File: src/rtl/atm_ledger_arbiter_pkg.sv
// Shared definitions for the ATM ledger arbiter: op codes, response status codes,
// FSM state encoding and the step used to preload the ledger on reset.
package atm_ledger_arbiter_pkg;

    localparam logic [1:0] OP_BALANCE  = 2'b00;
    localparam logic [1:0] OP_WITHDRAW = 2'b01;
    localparam logic [1:0] OP_DEPOSIT  = 2'b10;
    localparam logic [1:0] OP_RESERVED = 2'b11;

    localparam logic [2:0] ST_OK           = 3'd0;
    localparam logic [2:0] ST_INSUFFICIENT = 3'd1;
    localparam logic [2:0] ST_OVERFLOW     = 3'd2;
    localparam logic [2:0] ST_BAD_ACC      = 3'd3;
    localparam logic [2:0] ST_BAD_OP       = 3'd4;

    typedef enum logic {
        S_IDLE = 1'b0,
        S_EXEC = 1'b1
    } state_t;

    localparam int LEDGER_STEP = 1000;

endpackage

File: src/rtl/atm_ledger_arbiter_rr_arbiter.sv
// Combinational round-robin arbiter: picks the first set request bit at or above ptr,
// wrapping around, and returns it both one-hot and as a binary index.
module atm_ledger_arbiter_rr_arbiter #(
    parameter int N     = 4,
    parameter int PTR_W = (N > 1) ? $clog2(N) : 1
) (
    input  logic [N-1:0]     req,
    input  logic [PTR_W-1:0] ptr,
    output logic [N-1:0]     grant,
    output logic [PTR_W-1:0] idx
);

    always_comb begin
        logic             found;
        logic [PTR_W-1:0] cand;
        grant = '0;
        idx   = '0;
        found = 1'b0;
        cand  = '0;
        for (int i = 0; i < N; i++) begin
            cand = PTR_W'((int'(ptr) + i) % N);
            if (!found && req[cand]) begin
                found       = 1'b1;
                grant[cand] = 1'b1;
                idx         = cand;
            end
        end
    end

endmodule

File: src/rtl/atm_ledger_arbiter.sv
// Serializes ATM terminal transactions onto one shared balance ledger: round-robin
// grant in IDLE, atomic read-modify-write in EXEC, one-cycle response pulse afterwards.
module atm_ledger_arbiter #(
    parameter int N_TERM = 4,
    parameter int N_ACC  = 10,
    parameter int IDX_W  = 4,
    parameter int BAL_W  = 32
) (
    input  logic                      clk,
    input  logic                      rst,
    input  logic [N_TERM-1:0]         req_valid,
    input  logic [2*N_TERM-1:0]       req_op,
    input  logic [IDX_W*N_TERM-1:0]   req_acc,
    input  logic [BAL_W*N_TERM-1:0]   req_amount,
    output logic [N_TERM-1:0]         req_ready,
    output logic                      rsp_valid,
    output logic [2:0]                rsp_term,
    output logic [2:0]                rsp_status,
    output logic [BAL_W-1:0]          rsp_balance,
    output logic                      busy
);

    import atm_ledger_arbiter_pkg::*;

    localparam int PTR_W = $clog2(N_TERM);

    state_t             state, next_state;
    logic [PTR_W-1:0]   rr_ptr, win_idx, lat_term;
    logic [N_TERM-1:0]  grant;
    logic [1:0]         lat_op;
    logic [IDX_W-1:0]   lat_acc;
    logic [BAL_W-1:0]   lat_amt;
    logic [BAL_W-1:0]   ledger [N_ACC];

    logic               acc_ok;
    logic [BAL_W-1:0]   cur_bal, new_bal;
    logic [BAL_W:0]     sum;
    logic [2:0]         res_status;
    logic               do_write;

    atm_ledger_arbiter_rr_arbiter #(
        .N     (N_TERM),
        .PTR_W (PTR_W)
    ) u_arb (
        .req   (req_valid),
        .ptr   (rr_ptr),
        .grant (grant),
        .idx   (win_idx)
    );

    always_ff @(posedge clk or negedge rst) begin
        if (!rst) state <= S_IDLE;
        else      state <= next_state;
    end

    always_comb begin
        next_state = state;
        req_ready  = '0;
        busy       = 1'b0;
        case (state)
            S_IDLE: begin
                req_ready = grant;
                if (|req_valid) next_state = S_EXEC;
            end
            S_EXEC: begin
                busy       = 1'b1;
                next_state = S_IDLE;
            end
            default: next_state = S_IDLE;
        endcase
    end

    // Account range is checked first so an out-of-range index never reaches the ledger.
    assign acc_ok  = {1'b0, lat_acc} < (IDX_W+1)'(N_ACC);
    assign cur_bal = acc_ok ? ledger[lat_acc] : '0;
    assign sum     = {1'b0, cur_bal} + {1'b0, lat_amt};

    always_comb begin
        res_status = ST_OK;
        new_bal    = cur_bal;
        do_write   = 1'b0;
        if (!acc_ok) begin
            res_status = ST_BAD_ACC;
        end else begin
            case (lat_op)
                OP_BALANCE: ;
                OP_WITHDRAW: begin
                    if (lat_amt <= cur_bal) begin
                        new_bal  = cur_bal - lat_amt;
                        do_write = 1'b1;
                    end else begin
                        res_status = ST_INSUFFICIENT;
                    end
                end
                OP_DEPOSIT: begin
                    if (sum[BAL_W]) begin
                        res_status = ST_OVERFLOW;
                    end else begin
                        new_bal  = sum[BAL_W-1:0];
                        do_write = 1'b1;
                    end
                end
                OP_RESERVED: res_status = ST_BAD_OP;
            endcase
        end
    end

    always_ff @(posedge clk or negedge rst) begin
        if (!rst) begin
            rr_ptr      <= '0;
            lat_term    <= '0;
            lat_op      <= '0;
            lat_acc     <= '0;
            lat_amt     <= '0;
            rsp_valid   <= 1'b0;
            rsp_term    <= '0;
            rsp_status  <= '0;
            rsp_balance <= '0;
            for (int i = 0; i < N_ACC; i++) ledger[i] <= BAL_W'(LEDGER_STEP * (i + 1));
        end else begin
            rsp_valid <= 1'b0;
            if (state == S_IDLE && |req_valid) begin
                lat_term <= win_idx;
                lat_op   <= req_op[win_idx*2 +: 2];
                lat_acc  <= req_acc[win_idx*IDX_W +: IDX_W];
                lat_amt  <= req_amount[win_idx*BAL_W +: BAL_W];
                rr_ptr   <= (win_idx == PTR_W'(N_TERM-1)) ? '0 : win_idx + 1'b1;
            end
            if (state == S_EXEC) begin
                if (do_write) ledger[lat_acc] <= new_bal;
                rsp_valid   <= 1'b1;
                rsp_term    <= 3'(lat_term);
                rsp_status  <= res_status;
                rsp_balance <= new_bal;
            end
        end
    end

endmodule
File: config.mk
export PLATFORM = sky130hd
export DESIGN_NAME = atm_ledger_arbiter
export DESIGN_NICKNAME = d
export VERILOG_FILES = /design/src/rtl/atm_ledger_arbiter_pkg.sv /design/src/rtl/atm_ledger_arbiter_rr_arbiter.sv /design/src/rtl/atm_ledger_arbiter.sv
export SDC_FILE = /design/constraint.sdc
export NUM_CORES = 1
export LEC_CHECK = 0
export BUFFER_PORTS_ARGS = -buffer_cell sky130_fd_sc_hd__clkbuf_2
export CAP_MARGIN = 10
export CORE_UTILIZATION = 45
export DETAILED_ROUTE_END_ITERATION = 8
export PLACE_DENSITY_LB_ADDON = 0.2
export SYNTH_ARGS = -nofsm -noshare
export SYNTH_HDL_FRONTEND = slang
export SYNTH_SLANG_ARGS = --single-unit
File: constraint.sdc
create_clock -name clk -period 6.65 [get_ports clk]
set_input_delay 1.33 -clock clk [delete_from_list [all_inputs] [get_ports clk]]
set_output_delay 1.33 -clock clk [all_outputs]
set_load 0.005 [all_outputs]
After elaboration in Yosys (flattened, before gate mapping)
Cells that the tools add are included.
Operators by class
  add/subtract/negate cells: 6
  $lt $le $gt $ge: 12
  eq/ne operators: 4
  shifts and indexed selects: 3
  mux-type cells: 51
  bitwise logic cells: 5
  reduce and logical (&&, ||, !) cells: 14
Operators by type and width (count)
  bitwise mux 320 bit: 1
  two-way mux 32 bit: 7
  binary-select mux 32 bit (select 4 bit): 1
  demux 32 bit (select 4 bit): 1
  variable part select 128 x 8 -> 32 bit: 1
  one-hot mux 32 bit (2 select lines): 1
  adder 32 x 32 -> 33 bit: 1
  less-or-equal comparator 32 bit: 1
  subtractor 32 bit: 1
  two-way mux 4 bit: 5
  two-way mux 1 bit: 17
  variable part select 16 x 5 -> 4 bit: 1
  less-than comparator 2 x 3 -> 1 bit (second input constant): 4
  two-way mux 2 bit: 6
  OR 4 bit: 3
  logical AND 1 bit: 9
  one-hot mux 3 bit (3 select lines): 1
  binary-select mux 1 bit (select 2 bit): 4
  demux 1 bit (select 2 bit): 4
  greater-or-equal comparator 2 x 1 -> 1 bit (second input constant): 4
  variable part select 8 x 4 -> 2 bit: 1
  == test 2 bit (second input constant): 3
  greater-or-equal comparator 5 bit (second input constant): 1
  less-than comparator 5 x 1 -> 1 bit (second input constant): 1
  other kinds (11): 16
Storage, ports and cells
  register bits: 401
  bits of input ports: 158
  word-level logic and storage cells: 115

Longest topological paths before layout
  depth in word-level cells: 14
  depth in mapped cells: 26
  mapped depth without buffers: 19

Modules after synthesis
From an unflattened synthesis, not the netlist that was laid out.
Second synthesis, totals
  cells, all modules: 2326
  area, all modules: 23642.7 um^2
Modules (own cells, without submodules)
  atm_ledger_arbiter: times used 1, cells an instance 2278, area each 23203.5 um^2, sequential area each 10109.7 um^2
  atm_ledger_arbiter_rr_arbiter: times used 1, cells an instance 48, area each 439.2 um^2, sequential area each 0.0 um^2

Worst setup path before layout
No wires, ideal clock.
  kind: reg2reg
  start: register lat_acc[0]
  end: register ledger[11] (netlist name)
  data arrival time: 5.686 ns
  required time: 6.517 ns
  setup slack: 0.831 ns
  stages on the path, launching flop included: 25
  buffers on the path: 10
  cell sequence: dfrtp_1 > buf_2 > buf_2 > buf_2 > buf_2 > buf_1 > mux4_2 > mux2i_1 > o21ai_0 > ha_1 > clkbuf_1 > inv_1 > a21oi_1 > o31ai_1 > a21oi_1 > o21ai_0 > a311oi_1 > and2_1 > buf_2 > buf_2 > nor2_1 > nor2_1 > buf_2 > clkbuf_1 > a21oi_1
Between the ends
  longest elaborated chain between the ends: 10
  elaborated cells on any way between the ends: 24
  classes of those cells: 2 x add/sub; 4 x order compare; 15 x mux; 1 x bitwise; 2 x reduce/logical
RTL lines
  start: declaration: line atm_ledger_arbiter.sv:31  | logic [IDX_W-1:0] lat_acc;
  start signal: assignment: line atm_ledger_arbiter.sv:125  | lat_acc <= req_acc[win_idx*IDX_W +: IDX_W];
  inverter 4 -> 5 bit (implied by the code): line atm_ledger_arbiter.sv:75, atm_ledger_arbiter.sv:130
  binary-select mux 32 bit (select 4 bit): line atm_ledger_arbiter.sv:75  | assign cur_bal = acc_ok ? ledger[lat_acc] : '0;
  two-way mux 32 bit (implied by the code) (2 in a row): line atm_ledger_arbiter.sv:75
  two-way mux 32 bit: line atm_ledger_arbiter.sv:75
  adder 32 x 32 -> 33 bit, or another cell as far along: line atm_ledger_arbiter.sv:76  | assign sum = {1'b0, cur_bal} + {1'b0, lat_amt};
  two-way mux 32 bit, or another cell as far along: line atm_ledger_arbiter.sv:96  | if (sum[BAL_W]) begin
  one-hot mux 32 bit (2 select lines) or one-hot mux 1 bit (2 select lines) (tied branches): line atm_ledger_arbiter.sv:85  | case (lat_op)
  two-way mux 32 bit or two-way mux 1 bit (tied branches): line atm_ledger_arbiter.sv:82  | if (!acc_ok) begin
  bitwise mux 320 bit or AND reduction 2 bit (tied branches)
  end signal: indexed assignment: line atm_ledger_arbiter.sv:130  | if (do_write) ledger[lat_acc] <= new_bal;
  end: declaration: line atm_ledger_arbiter.sv:33  | logic [BAL_W-1:0] ledger [N_ACC];
Parallel ways exist; a longest one is shown, timed or not. The select of a mux whose other input is x is not followed.
A chain may end at the register's enable or synchronous reset.

Worst setup path in the final report
  start: register lat_acc[0]
  end: register ledger[254] (netlist name)
Same word-level chain as after synthesis.

==> out/metrics.yaml <==
cp_num_cells: 19
fillers: 4674
fp-row-count: 83
finalHoldViolations: 0
io_pins: 202
crit_arrival_ps: 6750
port_buffers: 200
stdcell_area_um2: 27500
busiest_layer: "met2"
ys_seq_area_frac: 0.433
vias: 19520
cp_slowest_stage_delay_ps: 660
via_per_inst: 5.93
min-delay-start: "lat_term[0]$_DFFE_PN0P_"
synth_nets: 2599
fin_crit_ps: 6230
synth-async-reset-ratio: 1.00
slowest_stage: "dfrtp_4"
grtUsageMet3: 0.0337
die-area_um2: 52700
dp_hpwl_mm: 55.5
grt.total_usage: 0.289
use_met2: 0.455
r2r_start: "lat_acc[0]$_DFFE_PN0P_"
setup_slack_ps: 424
synth.avg_cell_area_um2: 9.88
drt-initial-drc-count: 1696
grt-ovfl-total: 0
synth_cells: 2360
layout_commonest_cell: "a21oi_1"
placed_cell_area_um2: 26000
place_ws_ps: 516
grt_pass1_vias: 19413
required_ps: 7170
grt_start_max_net_pins: 135
grt_pass1_wl_mm: 117
drive_gt1_frac: 0.278
ir_drop_mv: 0.244
p_leak_nw: 12.3
drc: 1
drt_pre_antenna_iters: 8
cts_inserted_buffers: 46
htree_levels: 2
r2r_setup_slack_ps: 420
layout-area-overhead-vs-synth_pct: 18.1
floorplan.initialDensity: 0.455
synthFlopType: "dfrtp_1"
crit_path_max_fanout: 17
fin_crit_sh: 0.936
cap_violations: 0
cts_resized: 0
gp_congestion: 1.01
met1_usage: 0.419
multi_input_area_um2: 12100
path_buf_inv: 5
hold_buffers: 0
clock_skew_ps: 18.8
antenna_found_initial: 0
critical-path-top-delay-family: "compound AO/OA/AOI/OAI gates"
synth_edf_count: 0
root_buffer: "clkbuf_16"
cts_buffer_depth: 3
powerDensity_nw_per_um2: 588
ys_types: 89
die_w_um: 230
drtAntennaViolNets: 0
whs_path_depth: 2
r2r_cells: 19
endpoint_kind: "flip-flop"
hold_path_class: "reg2reg"
yosys_warnings: 0
fin_nets: 2814
core_area_um2: 51300
path_class: "reg2reg"
post_drt_wl_per_cell_um: 23.0
clock-sinks: 401
ys_ff_latch: 401
worstSkewPairLatency_ps: 590
diodes: 0
finalSetupViolations: 0
cts_tree: "done"
drt_wl_total_mm: 75.6
crit_top_cell: "buf_4"
cp_cell_sequence: "buf_4 -> mux4_2 -> mux2i_1 -> o21ai_0 -> ha_1 -> inv_1 -> nand3_1 -> nor3_1 -> nand3_1 -> a2111oi_0 -> buf_4 -> nor3_1 -> o41ai_2 -> buf_4 -> and3_1 -> nor3_1 -> a211oi_1 -> buf_4 -> mux2_2"
startpoint: "lat_acc[0]$_DFFE_PN0P_"
synth_top_area_cell: "dfrtp_1"
synth_top_cell_area_share: 0.366
grt_setup_unrepaired: "false"
post_cts_buffers: 0
synth_area_um2: 23300
seq_area_um2: 10100
tightest_slew_ps: 1060
fin_tns_setup_ps: 0
slew-limit-headroom: 0.283
violations: "DRC"
r2r_end: "ledger[254]$_DFFE_PN0P_"
max_freq_mhz: 161
final_cell_mix: "378 x a21oi_1, 350 x nor2_1, 337 x dfrtp_1, 199 x clkbuf_2, 132 x buf_4"
drv_slew: 0
synthTopCellsByArea: "dfrtp_1 37%, mux4_2 9.5%, a21oi_1 8.1%, dfstp_2 6.8%, nor2_1 5.8%"
outcome: "finished, violations left"
clk_pin_slew_ps: 60
holdPathEnd: "lat_term[0]$_DFFE_PN0P_"
die_h_um: 230
critPathLaunchType: "flip-flop"
-- Yosys cell counts, types with 9 or more instances --
library cell,instances
a22oi_1,43
dfrtp_1,341
a21o_1,13
inv_1,89
dfstp_2,60
nand3_1,16
nor2_1,362
a21oi_2,13
buf_1,15
mux4_2,98
a21oi_1,378
nor3_1,15
nand2_1,98
o21a_1,14
clkbuf_1,107
o21bai_1,27
xnor2_1,29
mux2i_1,51
nand4_1,13
a211oi_1,11
a31oi_1,11
or2_2,9
o21ai_0,118
nor4_1,10
ha_1,81
buf_2,58
o211ai_1,10
mux2_2,79
o31ai_1,10
-- cells by family after synthesis --
group,share of synthesized area
AO/OA/AOI/OAI,0.197
AND/OR/NAND/NOR,0.106
flip-flops,0.433
buffers and inverters,0.0505
multiplexers,0.155
adder cells (fa/ha/maj),0.0452
XOR/XNOR,0.0135
other,0.000161
-- where the power goes --
group | switching [W] | internal, W | leakage, nW
Clock | 0.00106 | 0.00152 | 0.740
Sequential | 0.000642 | 0.00344 | 5.12
Combinational | 0.00582 | 0.00371 | 6.45
Total | 0.00753 | 0.00866 | 12.3
-- stage by stage --
| step | instances | util | power, W | hold WS [ps] |
|---|---|---|---|---|
| after floorplan | 2360 | - | 0.0101 | 444 |
| after global placement | 3207 | 0.506 | 0.0134 | 467 |
| after detailed placement | 3207 | 0.506 | 0.0135 | 477 |
| after CTS | 3292 | 0.537 | 0.0161 | 494 |
| after global routing | 3292 | 0.537 | 0.0172 | 518 |
| final | 3292 | 0.537 | 0.0162 | 494 |
-- flip-flops by register name (all words and copies together), names as in the netlist, named ones only --
| register | flops |
|---|---|
| lat_acc | 4 |
| lat_amt | 32 |
| rsp_term | 2 |
| rsp_valid | 1 |
| state | 1 |
| ledger | 320 |
| rsp_balance | 32 |
| lat_op | 2 |
| lat_term | 2 |
| rr_ptr | 1 |
| rsp_status | 3 |
-- metal layers --
metal	share of wire	wire length, um
met1	0.45	34100
met2	0.46	35000
met3	0.061	4630
met4	0.025	1860
met5	0	0
-- cell type report --
cell class | instances | share of cell area
Clock buffer | 68 | 0.0481
Multi-Input combinational cell | 1678 | 0.441
Inverter | 90 | 0.0123
Tap cell | 680 | 0.0309
Timing Repair Buffer | 358 | 0.0916
Clock inverter | 17 | 0.00841
Sequential cell | 401 | 0.368
-- how the worst max path moves through the flow --
stage                                             end  slack (ps)
after floorplan                ledger[11]$_DFFE_PN0P_         830
after global placement    rsp_balance[30]$_DFFE_PN0P_         530
after detailed placement      ledger[254]$_DFFE_PN0P_         520
after CTS                     ledger[254]$_DFFE_PN0P_         510
after global routing          ledger[222]$_DFFE_PN0P_         220
final                         ledger[254]$_DFFE_PN0P_         420
-- worst register-to-register path: stages, from the launching register on --
cell       delay (ps)
dfrtp_4           660
buf_4             280
mux4_2            520
mux2i_1           330
o21ai_0           290
ha_1              450
inv_1             180
nand3_1           230
nor3_1            390
nand3_1           300
a2111oi_0         640
buf_4             240
nor3_1             90
o41ai_2           380
buf_4             190
and3_1            150
nor3_1             50
a211oi_1          370
buf_4             270
mux2_2            180
(Power assumes the default switching activity.)
